--- src/rtl/reset_seq_pkg.sv ---
`default_nettype none
// ============================================================================
// Module      : reset_seq_pkg
// Description : Shared types and constants for the reset sequencer.
// Revision    : 1.0 - initial release
// ============================================================================
package reset_seq_pkg;

    localparam int c_restart_w = 8;

    typedef enum logic [1:0] {
        HOLD    = 2'd0,
        RELEASE = 2'd1,
        RUN     = 2'd2
    } state_t;

endpackage
`default_nettype wire

--- src/rtl/reset_debounce.sv ---
`default_nettype none
// ============================================================================
// Module      : reset_debounce
// Description : Two-flop synchroniser plus consecutive-sample debouncer.
// Revision    : 1.0 - initial release
// ============================================================================
module reset_debounce #(
    parameter int DEBOUNCE = 16
) (
    input  logic clk,
    input  logic reset,
    input  logic in,
    output logic out
);

    localparam int c_cnt_w = $clog2(DEBOUNCE + 1);

    logic               r_meta;
    logic               r_sync;
    logic [c_cnt_w-1:0] r_cnt;

    always_ff @(posedge clk or posedge reset) begin
        if (reset) begin
            r_meta <= 1'b0;
            r_sync <= 1'b0;
            r_cnt  <= '0;
            out    <= 1'b0;
        end else begin
            r_meta <= in;
            r_sync <= r_meta;
            // Any sample agreeing with the current output restarts the run.
            if (r_sync == out) begin
                r_cnt <= '0;
            end else if (r_cnt == c_cnt_w'(DEBOUNCE - 1)) begin
                out   <= ~out;
                r_cnt <= '0;
            end else begin
                r_cnt <= r_cnt + 1'b1;
            end
        end
    end

endmodule
`default_nettype wire

--- src/rtl/reset_sequencer.sv ---
`default_nettype none
// ============================================================================
// Module      : reset_sequencer
// Description : Stretched, staggered multi-domain reset release with
//               debounced button restart and saturating restart counter.
// Revision    : 1.0 - initial release
// ============================================================================
module reset_sequencer
    import reset_seq_pkg::*;
#(
    parameter int                   CHANNELS  = 2,
    parameter int                   STRETCH   = 8,
    parameter int                   STAGGER   = 4,
    parameter int                   BTN_WIDTH = 7,
    parameter logic [BTN_WIDTH-1:0] BTN_MASK  = 7'b0000001,
    parameter int                   DEBOUNCE  = 16
) (
    input  logic                   clk,
    input  logic                   reset,
    input  logic [BTN_WIDTH-1:0]   btn,
    output logic [CHANNELS-1:0]    rst_out,
    output logic                   ready,
    output logic [c_restart_w-1:0] restart_count
);

    localparam int c_cnt_w = $clog2(STRETCH + CHANNELS * STAGGER + 1);

    logic                w_req_raw;
    logic                w_req_db;
    logic [CHANNELS-1:0] w_drop;
    state_t              r_state;
    logic [c_cnt_w-1:0]  r_cnt;
    logic                r_req_db_q;

    assign w_req_raw = |(btn & BTN_MASK);

    reset_debounce #(
        .DEBOUNCE (DEBOUNCE)
    ) u_debounce (
        .clk   (clk),
        .reset (reset),
        .in    (w_req_raw),
        .out   (w_req_db)
    );

    // r_cnt runs continuously through HOLD and RELEASE, so each channel
    // releases when the elapsed count hits its fixed offset.
    for (genvar i = 0; i < CHANNELS; i++) begin : g_drop
        assign w_drop[i] = (r_cnt == c_cnt_w'(STRETCH - 1 + i * STAGGER));
    end

    always_ff @(posedge clk or posedge reset) begin
        if (reset) begin
            rst_out       <= '1;
            ready         <= 1'b0;
            restart_count <= '0;
            r_state       <= HOLD;
            r_cnt         <= '0;
            r_req_db_q    <= 1'b0;
        end else begin
            r_req_db_q <= w_req_db;
            if (w_req_db && !r_req_db_q && (restart_count != '1)) begin
                restart_count <= restart_count + 1'b1;
            end

            if (w_req_db) begin
                rst_out <= '1;
                ready   <= 1'b0;
                r_state <= HOLD;
                r_cnt   <= '0;
            end else begin
                case (r_state)
                    HOLD, RELEASE: begin
                        rst_out <= rst_out & ~w_drop;
                        r_cnt   <= r_cnt + 1'b1;
                        if (w_drop[CHANNELS-1]) begin
                            ready   <= 1'b1;
                            r_state <= RUN;
                        end else if (w_drop[0]) begin
                            r_state <= RELEASE;
                        end
                    end
                    RUN: begin
                    end
                    default: r_state <= HOLD;
                endcase
            end
        end
    end

endmodule
`default_nettype wire

--- config.mk ---
export PLATFORM = sky130hd
export DESIGN_NAME = reset_sequencer
export DESIGN_NICKNAME = d
export VERILOG_FILES = /design/src/rtl/reset_seq_pkg.sv /design/src/rtl/reset_debounce.sv /design/src/rtl/reset_sequencer.sv
export SDC_FILE = /design/constraint.sdc
export NUM_CORES = 1
export LEC_CHECK = 0
export CELL_PAD_IN_SITES_DETAIL_PLACEMENT = 1
export CELL_PAD_IN_SITES_GLOBAL_PLACEMENT = 1
export CORE_MARGIN = 2
export CORE_UTILIZATION = 40
export CTS_CLUSTER_SIZE = 25
export DETAILED_ROUTE_END_ITERATION = 16
export MAX_ROUTING_LAYER = met4
export PLACE_DENSITY_LB_ADDON = 0.1
export SLEW_MARGIN = 20
export SYNTH_ARGS = -nofsm -noshare
export SYNTH_HDL_FRONTEND = slang
export SYNTH_HIERARCHICAL = 1
export SYNTH_SLANG_ARGS = --single-unit
--- constraint.sdc ---
create_clock -name clk -period 1.9 [get_ports clk]
set_input_delay 0.285 -clock clk [delete_from_list [all_inputs] [get_ports clk]]
set_output_delay 0.285 -clock clk [all_outputs]
set_load 0.01 [all_outputs]
==> Yosys cells after proc, flatten, opt, wreduce, memory -nomap -nowiden <==
Index checks and enable logic that the tools add are counted.
{ "word_totals": {"reg_bits": 27} }
{ "op_classes": {"add_sub_neg": 3, "reduce_logical": 10, "n_mux": 13, "bitwise_logic": 4, "n_eq_ne": 9} }
{ "ops": {"columns": ["operator", "n"], "rows": [
  ["$mux 5", 4],
  ["$add 5x1->5 const B", 2],
  ["$eq 5x4->1 const B", 2],
  ["$mux 2", 5],
  ["$add 8x1->8 const B", 1],
  ["$ne 8x8->1 const B", 1],
  ["$reduce_and 2->1", 3],
  ["$eq 5x3->1 const B", 1],
  ["$ne 4x3->1 const B", 1],
  ["$pmux 2 s2", 1],
  ["$reduce_bool 2->1", 2],
  ["$mux 1", 3],
  ["$and 2x2->2", 1],
  ["$eq 2x1->1 const B", 1],
  ["$eq 2x2->1 const B", 1],
  ["$logic_and 1x1->1", 2],
  ["$logic_not 2->1", 1],
  ["$ne 2x1->1 const B", 1],
  ["$not 1->1", 2],
  ["$not 2->2", 1],
  ["$reduce_or 2->1", 1],
  ["$eq 1x1->1", 1],
  ["$logic_not 1->1", 1]
]} }

==> Depth between registers and ports, before layout <==
{ "depth": {"word_depth": 5, "depth_mapped": 5} }

==> Modules after synthesis <==
The synthesis kept the hierarchy.
{ "modules_own_cells": {"columns": ["mod", "n_inst", "area_each_um2", "cells_each"], "rows": [
  ["reset_sequencer", 1, 880.8, 79],
  ["reset_debounce", 1, 315.3, 24]
]} }

==> Worst setup path after synthesis <==
No wires, ideal clock.
{ "synth_timing": {"kind": "reg-to-reg", "start": "reg restart_count[0]", "end": "reg restart_count[1]", "path_buffers": 0, "period_less_slack_ps": 1457, "path_stages_with_launch": 5, "path_slack_ps": 443, "t_arrival_ps": 1329, "t_required_ps": 1772, "path_cell_list": "dfrtp_1 -> ha_1 -> nand3_1 -> o21ai_2 -> mux2_1"} }
{ "synth_via": {"elab_chain_len": 2, "elab_cells_between_ends": 3, "classes_between": "add/sub: 1; eq/ne: 1; reduce/logical: 1"} }
{ "synth_rtl": {"columns": ["item", "line", "text"], "rows": [
  ["start, declared", "reset_sequencer.sv:23", "output logic [c_restart_w-1:0] restart_count"],
  ["start signal, assigned", "reset_sequencer.sv:63", "restart_count <= restart_count + 1'b1;"],
  ["parallel branches: the longest is 2 deep, another holds $add 8x1->8", null, null]
]} }
Several ways; the timed one is not identified.
A chain may end at the register's enable or synchronous reset.

==> Final worst setup path <==
{ "layout_timing": {"start": "reg rst_out[0]", "end": "out rst_out[0]"} }
{ "layout_lines": {"columns": ["item", "line", "text"], "rows": [
  ["start, declared", "reset_sequencer.sv:21", "output logic [CHANNELS-1:0] rst_out,"],
  ["start signal, assigned", "reset_sequencer.sv:74", "rst_out <= rst_out & ~w_drop;"]
]} }
No word-level cell between the ends.

==> metrics.md <==
| Metric | Value |
|---|---|
| Status | finished, violations left |
| Violated checks | DRC |
| Sequential Area | 678 sq um |
| Setup TNS | 0 ns |
| Slew at the pin with the worst max-slew slack | 0.307 ns |
| Via count | 785 |
| Top Ports | 20 |
| Latest clock arrival within the worst-skew pair | 0.33 ns |
| Leading cell type in the layout, fill and taps excluded | dfrtp_1 |
| Setup ws final | 0.198 ns |
| Most frequent cells in the layout | 25 x dfrtp_1, 13 x clkdlybuf4s50_1, 10 x nor2_1 |
| Post-CTS setup buffer count | 0 |
| Sink Count | 27 |
| Slew Limit Headroom | 0.795 |
| Resized Gates After CTS | 0 |
| Global-route wire length before repair | 3.66 mm |
| WL/cell | 13.6 microns |
| Number of diodes | 0 |
| Largest delay share family, worst path | flip-flops |
| F_max | 587 MHz |
| Clock Tree Buf Depth | 2 |
| Tcrit/Tclk final | 0.896 |
| Final setup viols | 0 |
| TritonCTS clock tree | yes |
| Root Buffer | clkbuf_4 |
| Initial Util | 0.426 |
| Final Hold Fails | 0 |
| Die ar. | 3440 sq um |
| CP required | 1.62 ns |
| Yosys Warn Count | 6 |
| RSZ-0062 raised after global routing | false |
| CTS Buf Count | 3 |
| Share of layout cells above drive strength 1 | 0.165 |
| Placement Rows | 19 |
| Post-synth net total | 115 |
| Die Wd | 58.7 microns |
| Critical path's largest stage delay | 0.56 ns |
| Total power draw | 0.931 mW |
| DRC Markers | 2 |
| Synth top area share | 0.523 |
| CP max-delay cell | dfstp_2 |
| Dpl cell area | 1380 sq um |
| Worst Path Arrival | 1.42 ns |
| Fill count | 310 |
| Max FO, Critical Path | 2 |
| Vias in the first global route | 800 |
| Gr usage total | 0.147 |
| Htree depth | 1 |
| Ordered list of cells on the worst path | clkdlybuf4s50_1 |
| Clk_skew | 0.00323 ns |
| Multi-input logic area | 492 sq um |
| Worst Setup Start Kind | flop |
| Post-route ant nets | 0 |
| Detailed Place HPWL | 1.52 mm |
| LEAKAGE | 0.672 nW |
| Post-Synthesis Cells | 103 |
| Post-CTS Hold Buffers | 0 |
| CP bufs+invs | 1 |
| Mapped cell area | 1200 sq um |
| MaxCap Viol Count | 0 |
| GR Overflow Total | 0 |
| RD Place Congestion | 0.725 |
| Antenna violations before repair | 0 |
| Max-slew violation count | 0 |
| Path type of the worst setup path | reg -> out |
| Final nets | 134 |
| VDD IR-drop max | 0.000417 V |
| Seq/Total Area, Yosys | 0.567 |
| Pwr Density | 662 nW/um^2 |
| DIE HEIGHT | 58.7 microns |
| Via/cell ratio | 5.16 |
| Fin area | 1410 sq um |
| Drt total wl | 2.07 mm |
| CP endpoint kind | output pin |
| Syn Area/Cell | 11.6 sq um |
| Port bufs | 13 |
| Area grow syn2layout | 17.6% |
| Min cycle time layout | 1.70 ns |
| Drt initial violations | 44 |
| Core ar. | 2810 sq um |
| Largest net degree at the start of global routing | 20 |
| Cell accounting for the most synthesized area | dfrtp_1 |
| Hold WC Path Type | in -> async |
| 1st-pass router iterations | 10 |
| Top post-synthesis cells by area | dfrtp_1 52%, xor2_1 5.9%, dfstp_2 4.4% |
| CTS clock-pin slew for the worst setup and hold paths | 0.16 ns |
| Distinct cells, synth | 31 |
| Dpl ws | 0.359 ns |
| Yosys reg bits | 27 |
report_power, final:
part	leakage (nW)	switching, mW	internal (mW)	total (mW)
clock	0.0139	0.183	0.0805	0.264
sequential	0.342	0.0175	0.595	0.613
combinational	0.316	0.0295	0.0252	0.0547
worst paths after layout:
check,start,to,slack [ns],depth (start not counted)
min,reset,u_debounce/r_sync,0.21,2
min reg2reg,u_debounce/r_meta,u_debounce/r_sync,0.37,0
max in group asynchronous,reset,rst_out[1],1.34,3
max reg2reg,restart_count[0],restart_count[1],0.34,4
max,rst_out[0],rst_out[0],0.20,1
min in group clk,u_debounce/r_meta,u_debounce/r_sync,0.37,0
state kept, by name, summed over array words and instances, names as in the netlist:
signal / cells
ready: 1
r_req_db_q: 1
u_debounce/out: 1
u_debounce/r_sync: 1
rst_out: 2
u_debounce/r_meta: 1
restart_count: 8
r_state: 2
r_cnt: 5
u_debounce/r_cnt: 5
cell families (layout without fill, tap and decap cells):
family / count (synthesis) / count (layout) / share of synthesized area
simple gates: 40 / 40 / 0.199
flops: 27 / 27 / 0.567
xor+xnor: 11 / 11 / 0.0806
compound gates: 10 / 10 / 0.0544
buf+inv: 7 / 25 / 0.0220
mux: 5 / 5 / 0.0460
fa+ha+maj: 3 / 3 / 0.0314
cell type report:
class	instances	area share
repair buffers	15	0.103
inverters	6	0.0160
well taps	31	0.0276
clock buffers	3	0.0160
multi-input cells	69	0.350
flip-flops and latches	27	0.482
clock inverters	1	0.00534
Yosys cell counts:
cell type and n:
ha_1 3, nand4_4 1, and3_2 1, mux2i_1 1, dfrtp_1 25, xor2_1 8
nand3_2 1, a211oi_1 1, nor3_2 2, nand4_2 1, inv_1 6, and2b_4 1
nand3b_1 1, nand2_1 7, o21ai_2 2, clkbuf_1 1, xnor2_1 3, mux2_2 1
nor2_2 2, a21o_1 1, dfstp_2 2, mux2_1 3, nand3_1 7, and2_1 1
o21ai_0 5, nor3_1 1, nor2b_1 2, nand4_1 1, o21a_1 1, nor2_1 10
nor3b_1 1
per-layer routing:
layer / wire length, microns / part of all wire / GRT usage / vias up
li1: - / - / - / 379
met2: 945 / 0.46 / 0.218 / 10
met1: 1040 / 0.50 / 0.202 / 394
met3: 64 / 0.031 / 0.0198 / 2
met5: 0 / 0 / - / -
met4: 14 / 0.0068 / 0.0682 / 0
stage by stage:
step	hold WS [ns]	instances	util
final	0.208	152	0.501
after global routing	0.216	152	0.501
after CTS	0.215	152	0.501
after detailed placement	0.343	148	0.491
after global placement	0.334	148	0.491
after floorplan	0.101	103	-
Power figures use the tool's default switching activity.
==> patch: new RTL, same flow settings <==
Register the output `restart_count` once more, with the module's reset; this adds one clock of latency there. The other outputs are not delayed to match.
--- a/src/rtl/reset_sequencer.sv
+++ b/src/rtl/reset_sequencer.sv
@@ -24,6 +24,8 @@
 );
 
     localparam int c_cnt_w = $clog2(STRETCH + CHANNELS * STAGGER + 1);
+
+    logic [c_restart_w-1:0] restart_count_s0;
 
     logic                w_req_raw;
     logic                w_req_db;
@@ -53,14 +55,14 @@
         if (reset) begin
             rst_out       <= '1;
             ready         <= 1'b0;
-            restart_count <= '0;
+            restart_count_s0 <= '0;
             r_state       <= HOLD;
             r_cnt         <= '0;
             r_req_db_q    <= 1'b0;
         end else begin
             r_req_db_q <= w_req_db;
-            if (w_req_db && !r_req_db_q && (restart_count != '1)) begin
-                restart_count <= restart_count + 1'b1;
+            if (w_req_db && !r_req_db_q && (restart_count_s0 != '1)) begin
+                restart_count_s0 <= restart_count_s0 + 1'b1;
             end
 
             if (w_req_db) begin
@@ -88,6 +90,14 @@
         end
     end
 
+    always_ff @(posedge clk or posedge reset) begin
+        if (reset) begin
+            restart_count <= '0;
+        end else begin
+            restart_count <= restart_count_s0;
+        end
+    end
+
 endmodule
 `default_nettype wire
 
Behaviour: same outputs for any inputs over 10 cycles, from zero or initial values and one cycle with reset high; that may be too few to reach the edited logic, so the function may still have changed.
==> patch against the unedited design <==
Via count rose by 14%; non-clock buffer count did not move; clock skew rose by 0.0044 ns; synthesized area increased by 18%; cell count rose by 18%; wire length is 23% higher; sequential cell count rose by 8; sequential power is 28% higher; power up 32%; final area increased by 18%; setup slack worse by 0.0068 ns.
==> patch: results (changes against the unedited design) <==
The run gives 0.798 (+10%) as the global placer's final weighted congestion. The run finished with clean final reports. The initial DRC count is 54 (+23%), and the cell count after placement is 171 (+16%). The number of nets produced by synthesis came out at 124 (+7.8%). The logs give 0.204 ns (-0.00435 ns) for the post-route worst hold slack and 0.798 nW (+19%) for the static leakage power.

The run gives 28 (+40%) as the largest net degree at the start of global routing. The final wirelength is 2540 um (+23%), and the via density per instance is 4.99 (-3.4%). The worst-case register-to-register setup slack was 0.39 ns (+0.05 ns). Global-route wire length before repair: 4710 um (+28%). The tools report the minimum setup slack in the final design as 0.191 ns (-0.00684 ns).

The logs give 2 (+1) for the number of levels in the clock H-tree and 0.047 (-0.012) for the combinational group share of total power. The logs give 1810 um (+19%) for the post-DP HPWL and 0.164 (+0.0165) for the all-layer global routing usage. The share of post-route cells with drive strength above 1 was 0.158 (-0.00739). The critical path ends at rst_out[1]. The number of global-route vias before repair is 997 (+25%).

The run gives 1610 um2 (+17%) as the cell area reported after detailed placement. The run gives 396 (+28%) as the number of filler instances in the final layout. The logs give 0.774 (-0.0208) for the worst slew margin relative to its limit and 144 (+7.5%) for the total number of nets in the final design. Internal portion of total power: 0.000934 W (+33%). The per-instance average area after synthesis works out to 12.6 um2 (+8.7%). The switching power share of the total works out to 0.239 (-0.00860).

After synthesis, the cell types taking the most area are dfrtp_1 (58%), xor2_1 (4.3%), dfstp_2 (3.7%), ha_1 (2.7%), nor2_1 (2.7%). Area of the multi-input gates: 512 um2 (+4.1%). The setup skew after layout was 0.00763 ns (+0.00440 ns).

The critical path starts at rst_out[1].
[patch: area by class of cell]
| cell class | count | share of cell area |
|---|---|---|
| clock buffer | 7 | 0.0272 |
| clock inverter | 1 | 0.00302 |
| inverter | 4 | 0.00906 |
| multi-input combinational | 71 | 0.309 |
| sequential | 35 | 0.530 |
| tap | 46 | 0.0347 |
| timing repair buffer | 15 | 0.0875 |
[patch: cell families (layout without fill, tap and decap cells)]
kind of cell	after synthesis	in the layout	share of synthesized area
and+or+nand+nor	40	40	0.174
DFF	35	35	0.621
AOI/OAI and AO/OA	14	14	0.0637
xor gates and xnor gates	9	9	0.0558
buffers and inverters	6	27	0.0168
muxes	5	5	0.0416
adders and majority gates	3	3	0.0266
[patch: routing by layer]
| metal | track usage | vias up | share of wire |
|---|---|---|---|
| met3 | 0.0661 | 7 | 0.052 |
| met4 | 0.0897 | 0 | 0.028 |
| met2 | 0.232 | 16 | 0.48 |
| met5 | - | - | 0 |
| li1 | - | 427 | - |
| met1 | 0.200 | 443 | 0.44 |
